[src/rtl/wrr_arbiter.sv]
// Weighted round-robin arbiter: grants one requester at a time for up to its
// programmed number of beats, with a mandatory idle cycle between grants.
module wrr_arbiter #(
    parameter int N  = 8,
    parameter int WW = 3,
    parameter int IW = $clog2(N)
) (
    input  logic            clk,
    input  logic            rst,
    input  logic [N-1:0]    req,
    input  logic [N*WW-1:0] weight,
    output logic [N-1:0]    grant,
    output logic            grant_valid,
    output logic [IW-1:0]   grant_id
);

    typedef enum logic [0:0] {
        IDLE  = 1'b0,
        GRANT = 1'b1
    } state_t;

    state_t          fsm_r;
    logic [IW-1:0]   ptr_r;
    logic [WW-1:0]   credit_r;
    logic [N-1:0]    grant_r;
    logic            grant_valid_r;
    logic [IW-1:0]   grant_id_r;

    logic [IW-1:0]   win_idx_s;
    logic [WW-1:0]   win_weight_s;
    logic [WW-1:0]   win_credit_s;
    logic [IW-1:0]   ptr_next_s;
    logic            owner_req_s;

    // First requester found scanning circularly from the start index p.
    function automatic logic [IW-1:0] rr_pick(input logic [N-1:0] r, input logic [IW-1:0] p);
        logic [IW-1:0] pick;
        logic [IW:0]   sum;
        logic          found;
        pick  = p;
        found = 1'b0;
        for (int k = 0; k < N; k++) begin
            sum = {1'b0, p} + (IW+1)'(k);
            sum = (sum >= (IW+1)'(N)) ? (sum - (IW+1)'(N)) : sum;
            if (!found && r[sum[IW-1:0]]) begin
                pick  = sum[IW-1:0];
                found = 1'b1;
            end else begin
                pick  = pick;
                found = found;
            end
        end
        return pick;
    endfunction

    // Winner selection, its quota (0 counts as 1) and the post-release pointer.
    always_comb begin
        win_idx_s    = rr_pick(req, ptr_r);
        win_weight_s = '0;
        for (int j = 0; j < N; j++) begin
            win_weight_s = (IW'(j) == win_idx_s) ? weight[j*WW +: WW] : win_weight_s;
        end
        if (win_weight_s == '0) begin
            win_credit_s = WW'(1);
        end else begin
            win_credit_s = win_weight_s;
        end
        if (grant_id_r == IW'(N-1)) begin
            ptr_next_s = '0;
        end else begin
            ptr_next_s = grant_id_r + IW'(1);
        end
        owner_req_s = req[grant_id_r];
    end

    // Arbitration FSM with registered grant outputs; grant_id doubles as owner.
    always_ff @(posedge clk or posedge rst) begin
        if (rst) begin
            fsm_r         <= IDLE;
            ptr_r         <= '0;
            credit_r      <= '0;
            grant_r       <= '0;
            grant_valid_r <= 1'b0;
            grant_id_r    <= '0;
        end else begin
            case (fsm_r)
                IDLE: begin
                    if (|req) begin
                        fsm_r         <= GRANT;
                        grant_r       <= N'(1) << win_idx_s;
                        grant_valid_r <= 1'b1;
                        grant_id_r    <= win_idx_s;
                        credit_r      <= win_credit_s;
                    end
                end
                GRANT: begin
                    // Release on the last beat or as soon as the owner lets go.
                    if (owner_req_s && (credit_r > WW'(1))) begin
                        credit_r <= credit_r - WW'(1);
                    end else begin
                        fsm_r         <= IDLE;
                        grant_r       <= '0;
                        grant_valid_r <= 1'b0;
                        ptr_r         <= ptr_next_s;
                    end
                end
                default: begin
                    fsm_r         <= IDLE;
                    grant_r       <= '0;
                    grant_valid_r <= 1'b0;
                end
            endcase
        end
    end

    assign grant       = grant_r;
    assign grant_valid = grant_valid_r;
    assign grant_id    = grant_id_r;

endmodule

[config.mk]
export PLATFORM = sky130hd
export DESIGN_NAME = wrr_arbiter
export DESIGN_NICKNAME = d
export VERILOG_FILES = /design/src/rtl/wrr_arbiter.sv
export SDC_FILE = /design/constraint.sdc
export NUM_CORES = 1
export LEC_CHECK = 0
export BUFFER_PORTS_ARGS = -buffer_cell sky130_fd_sc_hd__buf_4
export CORE_UTILIZATION = 55
export CTS_CLUSTER_DIAMETER = 80
export CTS_CLUSTER_SIZE = 16
export DETAILED_ROUTE_END_ITERATION = 8
export PLACE_DENSITY = 0.85
export SYNTH_ARGS = -nofsm -noshare
export SYNTH_HDL_FRONTEND = slang
export SYNTH_SLANG_ARGS = --single-unit
[constraint.sdc]
create_clock -name clk -period 7.25 [get_ports clk]
set_input_delay 0.3625 -clock clk [delete_from_list [all_inputs] [get_ports clk]]
set_output_delay 0.3625 -clock clk [all_outputs]
set_load 0.005 [all_outputs]
## Yosys cells after proc, flatten, opt, wreduce, memory -nomap -nowiden

Cells that the tools add are included.

- Bits in registers: 19
- Output and inout bits: 12
- Logic and storage cells: 140

- $add $sub $neg: 17
- $lt $le $gt $ge: 18
- Equal/unequal tests: 11
- Shifts and indexed selects: 1
- Muxes and demuxes: 63
- Bitwise gates (word level): 2
- Reduce and logical (&&, ||, !) cells: 22

Operator list:

| kind | count |
|---|---|
| $mux 3 | 28 |
| $lt 3x4->1 const B | 9 |
| $ge 4x4->1 const B | 7 |
| $bmux 1 s3 | 9 |
| $sub 3x1->3 const B | 9 |
| $mux 1 | 20 |
| $add 3x3->4 const B | 4 |
| $mux 8 | 2 |
| $pmux 8 s2 | 1 |
| $eq 3x3->1 const A | 4 |
| $add 3x2->4 const B | 2 |
| $logic_and 1x1->1 | 8 |
| $reduce_and 2->1 | 4 |
| $reduce_or 8->1 | 1 |
| $shl 1x3->8 const A | 1 |
| $logic_not 1->1 | 7 |
| $eq 2x3->1 const A | 2 |
| $logic_not 3->1 | 2 |
| $pmux 3 s2 | 1 |
| $add 3x1->4 const B | 1 |
| $ge 3x4->1 const B | 1 |
| $ne 2x2->1 const B | 2 |
| $pmux 1 s2 | 2 |
| $add 3x1->3 const B | 1 |
| other kinds (5) | 6 |

## Logic depth before layout (Yosys ltp)

Gate-level depths: netlist of the first run.

- Depth in word-level cells: 39
- Depth in mapped cells: 16
- Mapped depth without buffers: 12

## Least setup slack after synthesis of the first run

Ideal clock, no wire load.

- Path type: register to register
- From: register ptr_r[1]
- To: register credit_r[1]
- Library setup time: 0.119 ns
- Arrival time: 3.608 ns
- Data required time: 7.131 ns
- Path slack: 3.523 ns
- Cell stages (with the launch flop): 14
- Path buffers: 2
- Clock period less this slack: 3.727 ns
- Cells stage by stage: dfrtp_1 -> buf_4 -> clkbuf_1 -> inv_1 -> ha_1 -> mux4_2 -> mux2_4 -> o22a_1 -> or3b_1 -> a21o_1 -> a32oi_1 -> a31o_2 -> mux2_2 -> a21bo_1

- Cells in the longest elaborated chain, start to end: 39
- Elaborated cells on any way between the ends: 96
- Those cells by class: add/sub (15); order compare (8); eq/ne (7); mux (50); reduce/logical (16)

Ends and longest elaborated chain:

| what | RTL line | RTL |
|---|---|---|
| from (decl) | 23 | `logic [IW-1:0] ptr_r;` |
| from (signal assigned) | 104 | `ptr_r <= ptr_next_s;` |
| parallel branches: the longest is 25 deep, another holds $add 3x1->4 | - |  |
| $mux 3 (*) | 45 | `if (!found && r[sum[IW-1:0]]) begin` |
| $logic_not 3->1 | 61 | `win_weight_s = (IW'(j) == win_idx_s) ? weight[j*WW +: WW] : win_weight_s;` |
| $mux 3 (7 in a row) | 61 |  |
| $mux 3 (*) | 61 |  |
| $logic_not 3->1 | 63 | `if (win_weight_s == '0) begin` |
| $mux 3 (*) | 63 |  |
| $mux 3 (*) | 88 | `if (\|req) begin` |
| $pmux 3 s2 (*) | 86 | `case (fsm_r)` |
| to (signal assigned) | 93 | `credit_r <= win_credit_s;` |
| to (signal assigned) | 99 | `credit_r <= credit_r - WW'(1);` |
| to (decl) | 24 | `logic [WW-1:0] credit_r;` |

Every way passes the cells marked *. The select of a mux whose other input is x is not followed.
A chain may end at the register's enable or synchronous reset.

## Worst setup path after layout of the first run

- From: register ptr_r[1]
- To: register credit_r[0]

The elaborated chain is that of the path after synthesis.

==> metrics, run 1 <==
number of buffers inserted by port buffering 45; yosys warns 0; status finished, final reports clean; drt total wl 4789 um; Core ar. 0.003390 mm2; CTS Buf Count 3; vias in the first global route 1626; ANT nets after route 0; relative slew slack 53.78%; CP Capture Type flip-flop; met2 WL 2247 um; cells after synthesis 192; die area 0.003860 mm2; width of the die 62.13 um; Diodes inserted 0; worst skew pair latency 0.31 ns; Final Cycle Share 62.20%; Least-Margin Pin Slew 0.6925 ns; largest net degree at the start of global routing 20; share of the synthesized area in the top cell type 23.91%; final period demand of the worst path 4.509 ns; DR top layer met4; Seq cells post-synth 19; Hold Violations, Final 0; post-synth cell types 56; fmax 221.8 MHz; NumNets Final 273; DRC violations left 0; origin of the worst setup path ptr_r[1]; final cell count without fillers 279; Synth area leaders dfrtp_1, mux4_2, mux2i_1, nand2_1, ha_1; H-tree Lvls 1; CTS tree yes; initial antenna violation count 0; DRT Pass-1 Iters 4; area grow syn2layout 18.25%; syn nets 231; most frequent cells after synthesis mux2i_1, nand2_1, dfrtp_1, mux4_2, nor2_1; Die Ht 62.13 um; hpwl dp 3670 um; Worst Path Arrival 4.75 ns; post-cts resize count 0; critical register-to-register path startpoint ptr_r[1]; Worst EP required 7.49 ns; number of synthesized flops with an enable pin 0; final core occ 69.36%; routed vias/inst 6.412; reg-to-reg slack, setup 2.74 ns; fin. max-slew vios 0; Min Hold Slack 0.1500 ns; worst hold path class input port to asynchronous set/reset pin; number of max-cap violations 0; via count 1789; clock tree root buffer cell clkbuf_4; Netlist Area Pre-Place 0.001988 mm2; Initial Utilization 58.66%; CP Max Fanout 17; cell taking the most area after synthesis dfrtp_1; clock skew 0.002495 ns; Post-CTS Hold Buffers 0; Post-synth ARST share 100.0%; syn avg cell area 10.35 um2; floorplan row count 21; Post-CTS Setup Inserts 0; startpoint types flip-flop; reg2reg end credit_r[0]; Global Route Usage Sum 25.97%; wire length per cell 17.16 um; drt initial violations 119; Primary FF master, synth dfrtp_1; WL met1 2049 um; sequential area share after synthesis 23.91%; Worst-path clk slew 0.11 ns; Sink Count 19; Worst R2R Path Depth 11; ratio of cells with drive above 1 in the final layout 33.48%; first-pass GRT wire length 7783 um; Detail Route met3 WL 367 um; placer's final routability congestion estimate 0.9223; clock tree buffer depth 2; I/O pin total 46; RSZ-0062 raised after global routing false; Placed Instances 275; GRT overflow 0; kind of critical path flip-flop to flip-flop; Setup violations, final 0; Setup TNS Final 0 ns
-- cell families after synthesis --
family / after synthesis / share of synthesized area (%)
xor gates and xnor gates: 4 / 2.707
and+or+nand+nor: 54 / 13.78
DFF: 19 / 23.91
buffers and inverters: 18 / 4.908
muxes: 42 / 31.59
AOI/OAI and AO/OA: 50 / 19.95
adders and majority gates: 5 / 3.147
-- registers in the layout, indices dropped and copies added, names as in the netlist --
signal and flops:
grant 8, credit_r 3, grant_id 3, ptr_r 3, fsm_r 1, grant_valid 1
-- metal layers --
metal / track usage (%) / vias to the layer above
li1: - / 829
met2: 41.21 / 84
met1: 34.17 / 862
met4: 13.95 / 0
met5: 0 / -
met3: 4.044 / 14
-- worst max-delay path by stage --
| stage | slack, ns | cells after the start | end |
|---|---|---|---|
| after global placement | 2.91 | 12 | credit_r[0] |
| after detailed placement | 2.77 | 12 | credit_r[0] |
| final | 2.74 | 11 | credit_r[0] |
| after global routing | 2.50 | 12 | credit_r[0] |
| after CTS | 2.76 | 11 | credit_r[0] |
| after floorplan | 3.52 | 13 | credit_r[1] |
-- cell type report --
cell class / count / area, um2
clock inverter: 1 / 5.005
sequential: 19 / 475.5
multi-input combinational: 155 / 1415
timing repair buffer: 45 / 337.8
tap: 46 / 57.56
fill: 270 / 1039
inverter: 10 / 37.54
clock buffer: 3 / 22.52
-- per-stage QoR --
step,area (um2),worst slack [ns]
after global routing,2351,2.496
after detailed placement,2323,2.772
after floorplan,1988,3.523
after CTS,2351,2.756
final,2351,2.741
after global placement,2323,2.910
-- critical path, stage by stage, from the launching register on --
cell	delay, ns
dfrtp_1	0.79
inv_1	0.17
ha_1	0.61
mux4_2	0.63
mux2i_1	0.30
o21ai_1	0.12
a21boi_1	0.28
o21ai_4	0.10
xnor2_4	0.49
mux4_2	0.59
a2bb2oi_1	0.16
o211ai_1	0.20
-- placed cells by master (no fill, tap or decap), types with 3 or more instances in the layout --
cell type,synthesis,layout
a21oi_1,7,7
a22o_1,7,7
buf_4,2,45
clkbuf_4,0,3
dfrtp_1,19,19
ha_1,5,5
inv_1,9,9
mux2_2,5,5
mux2i_1,20,20
mux4_2,14,14
nand2_1,20,20
nand2b_1,3,3
nor2_1,12,12
o211ai_1,3,3
o21ai_0,5,5
xor2_1,3,3
Power of run 1 is left out: the tool's default activity adds up to more than one toggle a clock period on the data nets, which glitch-free logic cannot reach.
==> run 2: changes to the inputs <==
--- a/config.mk
+++ b/config.mk
@@ -5,12 +5,13 @@
 export SDC_FILE = /design/constraint.sdc
 export NUM_CORES = 1
 export LEC_CHECK = 0
+export ABC_AREA = 1
 export BUFFER_PORTS_ARGS = -buffer_cell sky130_fd_sc_hd__buf_4
-export CORE_UTILIZATION = 55
+export CORE_UTILIZATION = 49
 export CTS_CLUSTER_DIAMETER = 80
 export CTS_CLUSTER_SIZE = 16
 export DETAILED_ROUTE_END_ITERATION = 8
-export PLACE_DENSITY = 0.85
+export PLACE_DENSITY = 0.81
 export SYNTH_ARGS = -nofsm -noshare
 export SYNTH_HDL_FRONTEND = slang
 export SYNTH_SLANG_ARGS = --single-unit
==> constraint.sdc (replaced) <==
create_clock -name clk -period 3.8 [get_ports clk]
set_input_delay 0.19 -clock clk [delete_from_list [all_inputs] [get_ports clk]]
set_output_delay 0.19 -clock clk [all_outputs]
set_load 0.005 [all_outputs]
==> metrics, run 2 <==
CP Capture Type flip-flop (unchanged); crit-path leading delay family simple AND/OR/NAND/NOR gates (was multiplexers); largest net degree at the start of global routing 21 (was 20); syn avg cell area 6.192 um2 (was 10.35 um2); Worst EP required 3.96 ns (was 7.49 ns); cells after synthesis 311 (was 192); post-cts resize count 0 (unchanged); routed vias/inst 5.565 (was 6.412); Post-synth ARST share 100.0% (unchanged); CTS tree yes (unchanged); placer's final routability congestion estimate 0.9409 (was 0.9223); H-tree Lvls 1 (unchanged); fin. max-slew vios 0 (unchanged); # fillers 346 (was 270); Primary FF master, synth dfrtp_1 (unchanged); I/O pin total 46 (unchanged); Diodes inserted 0 (unchanged); DRT Pass-1 Iters 5 (was 4); floorplan row count 22 (was 21); startpoint types flip-flop (unchanged); Seq cells post-synth 19 (unchanged); NumNets Final 394 (was 273); first-pass GRT wire length 8493 um (was 7783 um); area grow syn2layout 21.05% (was 18.25%); die area 0.004185 mm2 (was 0.003860 mm2); Global Route Usage Sum 25.68% (was 25.97%); worst skew pair latency 0.26 ns (was 0.31 ns); initial antenna violation count 0 (unchanged); multi-input logic area 0.001291 mm2 (was 0.001415 mm2); Setup TNS Final 0 ns (unchanged); cell taking the most area after synthesis dfrtp_1 (unchanged); syn nets 350 (was 231); reg-to-reg slack, setup 0.39 ns (was 2.74 ns); crit path cell chain inv_2, ha_1, inv_1, nand3_1, nand2_1, nand2_1, nand2_4, nand3_4, nor2_8, nand2_4, nor3_2, nor2_1, a21oi_4, nor2_1, a21oi_1, nand4_1, nand2_1, nand2_1, nand3_1, nand2_1 (was inv_1, ha_1, mux4_2, mux2i_1, o21ai_1, a21boi_1, o21ai_4, xnor2_4, mux4_2, a2bb2oi_1, o211ai_1); fmax 293.5 MHz (was 221.8 MHz); worst hold path class input port to asynchronous set/reset pin (unchanged); via count 2237 (was 1789); Worst Path Arrival 3.56 ns (was 4.75 ns); Setup violations, final 0 (unchanged); worst stage delay on the critical path 0.46 ns (was 0.79 ns); Final Cycle Share 89.67% (was 62.20%); drt initial violations 204 (was 119); hpwl dp 4082 um (was 3670 um); Post-CTS Setup Inserts 0 (unchanged); wire length per cell 12.68 um (was 17.16 um); DRC violations left 0 (unchanged); register area 475.5 um2 (unchanged); final period demand of the worst path 3.407 ns (was 4.509 ns); commonest non-fill, non-tap cell in the layout nand2_1 (was buf_4); most frequent cells after synthesis nand2_1, nand3_1, inv_1, nor2_1, dfrtp_1 (was mux2i_1, nand2_1, dfrtp_1, mux4_2, nor2_1); number of synthesized flops with an enable pin 0 (unchanged); Synth area leaders dfrtp_1, nand2_1, nand3_1, inv_1, nor2_1 (was dfrtp_1, mux4_2, mux2i_1, nand2_1, ha_1); vias in the first global route 1863 (was 1626); CTS Buf Count 3 (unchanged); Hold Violations, Final 0 (unchanged); Sink Count 19 (unchanged); Netlist Area Pre-Place 0.001926 mm2 (was 0.001988 mm2); number of max-cap violations 0 (unchanged); Initial Utilization 51.82% (was 58.66%); clock tree root buffer cell clkbuf_8 (was clkbuf_4); Die Ht 64.69 um (was 62.13 um); GRT overflow 0 (unchanged); most frequent cells in the layout nand2_1, nand3_1, buf_4 (was buf_4, mux2i_1, nand2_1); clock tree buffer depth 2 (unchanged); kind of critical path flip-flop to flip-flop (unchanged); ratio of cells with drive above 1 in the final layout 21.47% (was 33.48%); drt total wl 5096 um (was 4789 um); sequential area share after synthesis 24.69% (was 23.91%); share of the synthesized area in the top cell type 24.69% (was 23.91%); top-count cell post-synth nand2_1; CP Max Fanout 15 (was 17); WP buf/inv 2 (was 1); yosys warns 0 (unchanged); status finished, final reports clean (unchanged); Worst-path clk slew 0.08 ns (was 0.11 ns); cell mode on critical path nand2_1 (was mux4_2); highest-delay cell along the critical path dfrtp_1 (unchanged); number of buffers inserted by port buffering 45 (unchanged); ANT nets after route 0 (unchanged); RSZ-0062 raised after global routing false (unchanged); Least-Margin Pin Slew 0.7069 ns (was 0.6925 ns); Core ar. 0.003716 mm2 (was 0.003390 mm2); clock skew 0.003933 ns (was 0.002495 ns); Post-CTS Hold Buffers 0 (unchanged); number of flip-flops in the largest register 8 (unchanged); post-synth cell types 35 (was 56); relative slew slack 52.82% (was 53.78%); width of the die 64.69 um (was 62.13 um)
## run 2: changes by cell type in the layout (fill, tap and decap cells not counted), moves of 6 or more
cell     change
mux4_2      -14
a22o_1       -7
inv_1       +15
mux2i_1     -20
nor2_1      +10
nand3_1     +55
o21ai_0      +9
nand2_2      +6
nand2_1     +86
nand4_1      +7
## run 2: metal layers
| metal | vias up | global-route usage, % | routed length, um |
|---|---|---|---|
| met1 | 1037 | 37.43 | 2338 |
| met5 | - | 0 | 0 |
| li1 | 1117 | - | - |
| met2 | 77 | 41.97 | 2414 |
| met3 | 6 | 1.761 | 305 |
| met4 | 0 | 4.444 | 38 |
## run 2: area by class of cell
cell class	instances	area share, %
Tap cell	48	2.576
Sequential cell	19	20.40
Clock buffer	3	1.771
Multi-Input combinational cell	255	55.39
Clock inverter	1	0.2147
Timing Repair Buffer	46	14.81
Inverter	30	4.831
## run 2: worst paths after layout
check	from	cells after the start	to
min in group clk	weight[23]	6	credit_r[0]
worst max-delay path	ptr_r[1]	20	credit_r[1]
worst min register to register	grant_valid	2	grant_valid
worst max register to register	ptr_r[1]	20	credit_r[1]
max in group asynchronous	rst	2	credit_r[2]
worst min-delay path	rst	2	grant[2]
## run 2: cells by family (layout without fill, tap and decap cells)
family	after synthesis	after routing	synth area share, %
simple gates	215	215	52.31
buf+inv	37	80	8.252
compound gates	31	31	9.292
flops	19	19	24.69
fa+ha+maj	5	5	3.249
xor+xnor	4	4	2.210
## run 2: per-stage QoR
step | worst slack, ns | hold slack [ns] | instance area, um2 | utilization [%] | std cells
final | 0.3927 | 0.04109 | 2331 | 62.73 | 402
after global routing | 0.07552 | 0.1344 | 2331 | 62.73 | 402
after CTS | 0.4581 | 0.07534 | 2331 | 62.73 | 402
after detailed placement | 0.4683 | 0.3561 | 2285 | 61.48 | 398
after global placement | 0.5971 | 0.3558 | 2285 | 61.48 | 398
after floorplan | 0.9410 | 0.1411 | 1926 | - | 311
Power of run 2 is left out for the same reason.
==> run 3: changes to the inputs <==
--- a/config.mk
+++ b/config.mk
@@ -7,11 +7,12 @@
 export LEC_CHECK = 0
 export ABC_AREA = 1
 export BUFFER_PORTS_ARGS = -buffer_cell sky130_fd_sc_hd__buf_4
-export CORE_UTILIZATION = 49
+export CAP_MARGIN = 25
+export CORE_UTILIZATION = 55
 export CTS_CLUSTER_DIAMETER = 80
 export CTS_CLUSTER_SIZE = 16
 export DETAILED_ROUTE_END_ITERATION = 8
-export PLACE_DENSITY = 0.81
+export PLACE_DENSITY = 0.91
 export SYNTH_ARGS = -nofsm -noshare
 export SYNTH_HDL_FRONTEND = slang
 export SYNTH_SLANG_ARGS = --single-unit
==> constraint.sdc (replaced) <==
create_clock -name clk -period 4.3 [get_ports clk]
set_input_delay 0.215 -clock clk [delete_from_list [all_inputs] [get_ports clk]]
set_output_delay 0.215 -clock clk [all_outputs]
set_load 0.005 [all_outputs]
==> metrics, run 3 (synthesis gave the netlist of run 2 again) <==
status finished, final reports clean (unchanged); drt total wl 5108 um (was 5096 um); fmax 273.2 MHz (was 293.5 MHz); drt initial violations 185 (was 204); wire length per cell 12.80 um (was 12.68 um); Min Hold Slack 0.02099 ns (was 0.04109 ns); Placed Instances 395 (was 398); Global Route Usage Sum 28.44% (was 25.68%); CP Capture Type flip-flop (unchanged); Post-CTS Hold Buffers 0 (unchanged); RSZ-0062 raised after global routing false (unchanged); clock tree buffer depth 2 (unchanged); initial antenna violation count 0 (unchanged); placer's final routability congestion estimate 1.009 (was 0.9409); # fillers 310 (was 346); via count 2221 (was 2237); Core ar. 0.003337 mm2 (was 0.003716 mm2); DRC violations left 0 (unchanged); Hold Violations, Final 0 (unchanged); ANT nets after route 0 (unchanged); CTS tree yes (unchanged); Worst Path Arrival 3.86 ns (was 3.56 ns); most frequent cells in the layout nand2_1, nand3_1, buf_4 (unchanged); Die Ht 61.17 um (was 64.69 um); Sink Count 19 (unchanged); CTS Buf Count 3 (unchanged); Worst EP required 4.50 ns (was 3.96 ns); number of flip-flops in the largest register 8 (unchanged); routed vias/inst 5.566 (was 5.565); DRT Pass-1 Iters 5 (unchanged); Final Cycle Share 85.14% (was 89.67%); Setup TNS Final 0 ns (unchanged); Diodes inserted 0 (unchanged); worst hold path class input port to asynchronous set/reset pin (unchanged); Post-CTS Setup Inserts 0 (unchanged); Initial Utilization 57.71% (was 51.82%); worst skew pair latency 0.30 ns (was 0.26 ns); I/O pin total 46 (unchanged); kind of critical path flip-flop to flip-flop (unchanged); clock tree root buffer cell clkbuf_4 (was clkbuf_8); H-tree Lvls 1 (unchanged); GRT overflow 0 (unchanged); clock skew 0.002119 ns (was 0.003933 ns); ratio of cells with drive above 1 in the final layout 20.96% (was 21.47%); Worst-path clk slew 0.11 ns (was 0.08 ns); number of max-cap violations 0 (unchanged); final period demand of the worst path 3.661 ns (was 3.407 ns); die area 0.003742 mm2 (was 0.004185 mm2); CP Max Fanout 15 (unchanged); Least-Margin Pin Slew 0.7228 ns (was 0.7069 ns); floorplan row count 21 (was 22); final worst slack 0.6391 ns (was 0.3927 ns); Setup violations, final 0 (unchanged); final cell count without fillers 399 (was 402); number of buffers inserted by port buffering 45 (unchanged); NumNets Final 393 (was 394); width of the die 61.17 um (was 64.69 um); fin. max-slew vios 0 (unchanged); pre-CTS WS 0.7247 ns (was 0.4683 ns); hpwl dp 4074 um (was 4082 um); vias in the first global route 1865 (was 1863); first-pass GRT wire length 8114 um (was 8493 um); commonest non-fill, non-tap cell in the layout nand2_1 (unchanged); area grow syn2layout 19.49% (was 21.05%); post-cts resize count 0 (unchanged); relative slew slack 51.76% (was 52.82%); startpoint types flip-flop (unchanged); largest net degree at the start of global routing 21 (unchanged)
-- run 3: cell count changes in the layout (fill, tap and decap cells not counted), sizes merged --
cell / change
buf: -1
clkinv: -1
clkbuf: +1
-- run 3: through the flow --
step / instance area [um2] / utilization, %
after CTS: 2301 / 68.95
final: 2301 / 68.95
after global placement: 2275 / 68.17
after floorplan: 1926 / -
after global routing: 2301 / 68.95
after detailed placement: 2275 / 68.17
-- run 3: metal layers --
| metal | track usage (%) | wire (um) | vias up |
|---|---|---|---|
| li1 | - | - | 1114 |
| met1 | 40.32 | 2321 | 1019 |
| met2 | 47.52 | 2499 | 81 |
| met3 | 1.891 | 238 | 7 |
| met4 | 6.818 | 49 | 0 |
| met5 | 0 | 0 | - |
-- run 3: path summary, 6_finish.rpt --
check                                  from  depth (start not counted)  slack, ns     endpoint
worst min register to register  grant_valid                          2       0.49  grant_valid
worst min-delay path                    rst                          2       0.02     ptr_r[1]
worst max register to register     ptr_r[0]                         20       0.64  credit_r[1]
max in group asynchronous               rst                          2       3.83     grant[2]
min in group clk                 weight[23]                          5       0.28  credit_r[2]
worst max-delay path               ptr_r[0]                         20       0.64  credit_r[1]
-- run 3: layout make-up --
class                           count  area [um2]  area share, %
Clock buffer                        4       26.28          1.142
Inverter                           30       112.6          4.894
Multi-Input combinational cell    255        1291          56.12
Sequential cell                    19       475.5          20.66
Tap cell                           46       57.56          2.501
Timing Repair Buffer               45       337.8          14.68
-- run 3: worst max-delay path, cell delays in order (launching register included) --
cell and delay [ns]:
dfrtp_1 0.61, inv_2 0.20, ha_1 0.43, inv_1 0.19
nand3_1 0.13, nand2_1 0.10, nand2_1 0.09, nand2_4 0.09
nand3_4 0.09, nor2_8 0.14, nand2_4 0.08, nor3_2 0.20
nor2_1 0.14, a21oi_4 0.37, nor2_1 0.15, a21oi_1 0.17
nand4_1 0.10, nand2_1 0.09, nand2_1 0.05, nand3_1 0.07
nand2_1 0.06
Power of run 3 is left out for the same reason.
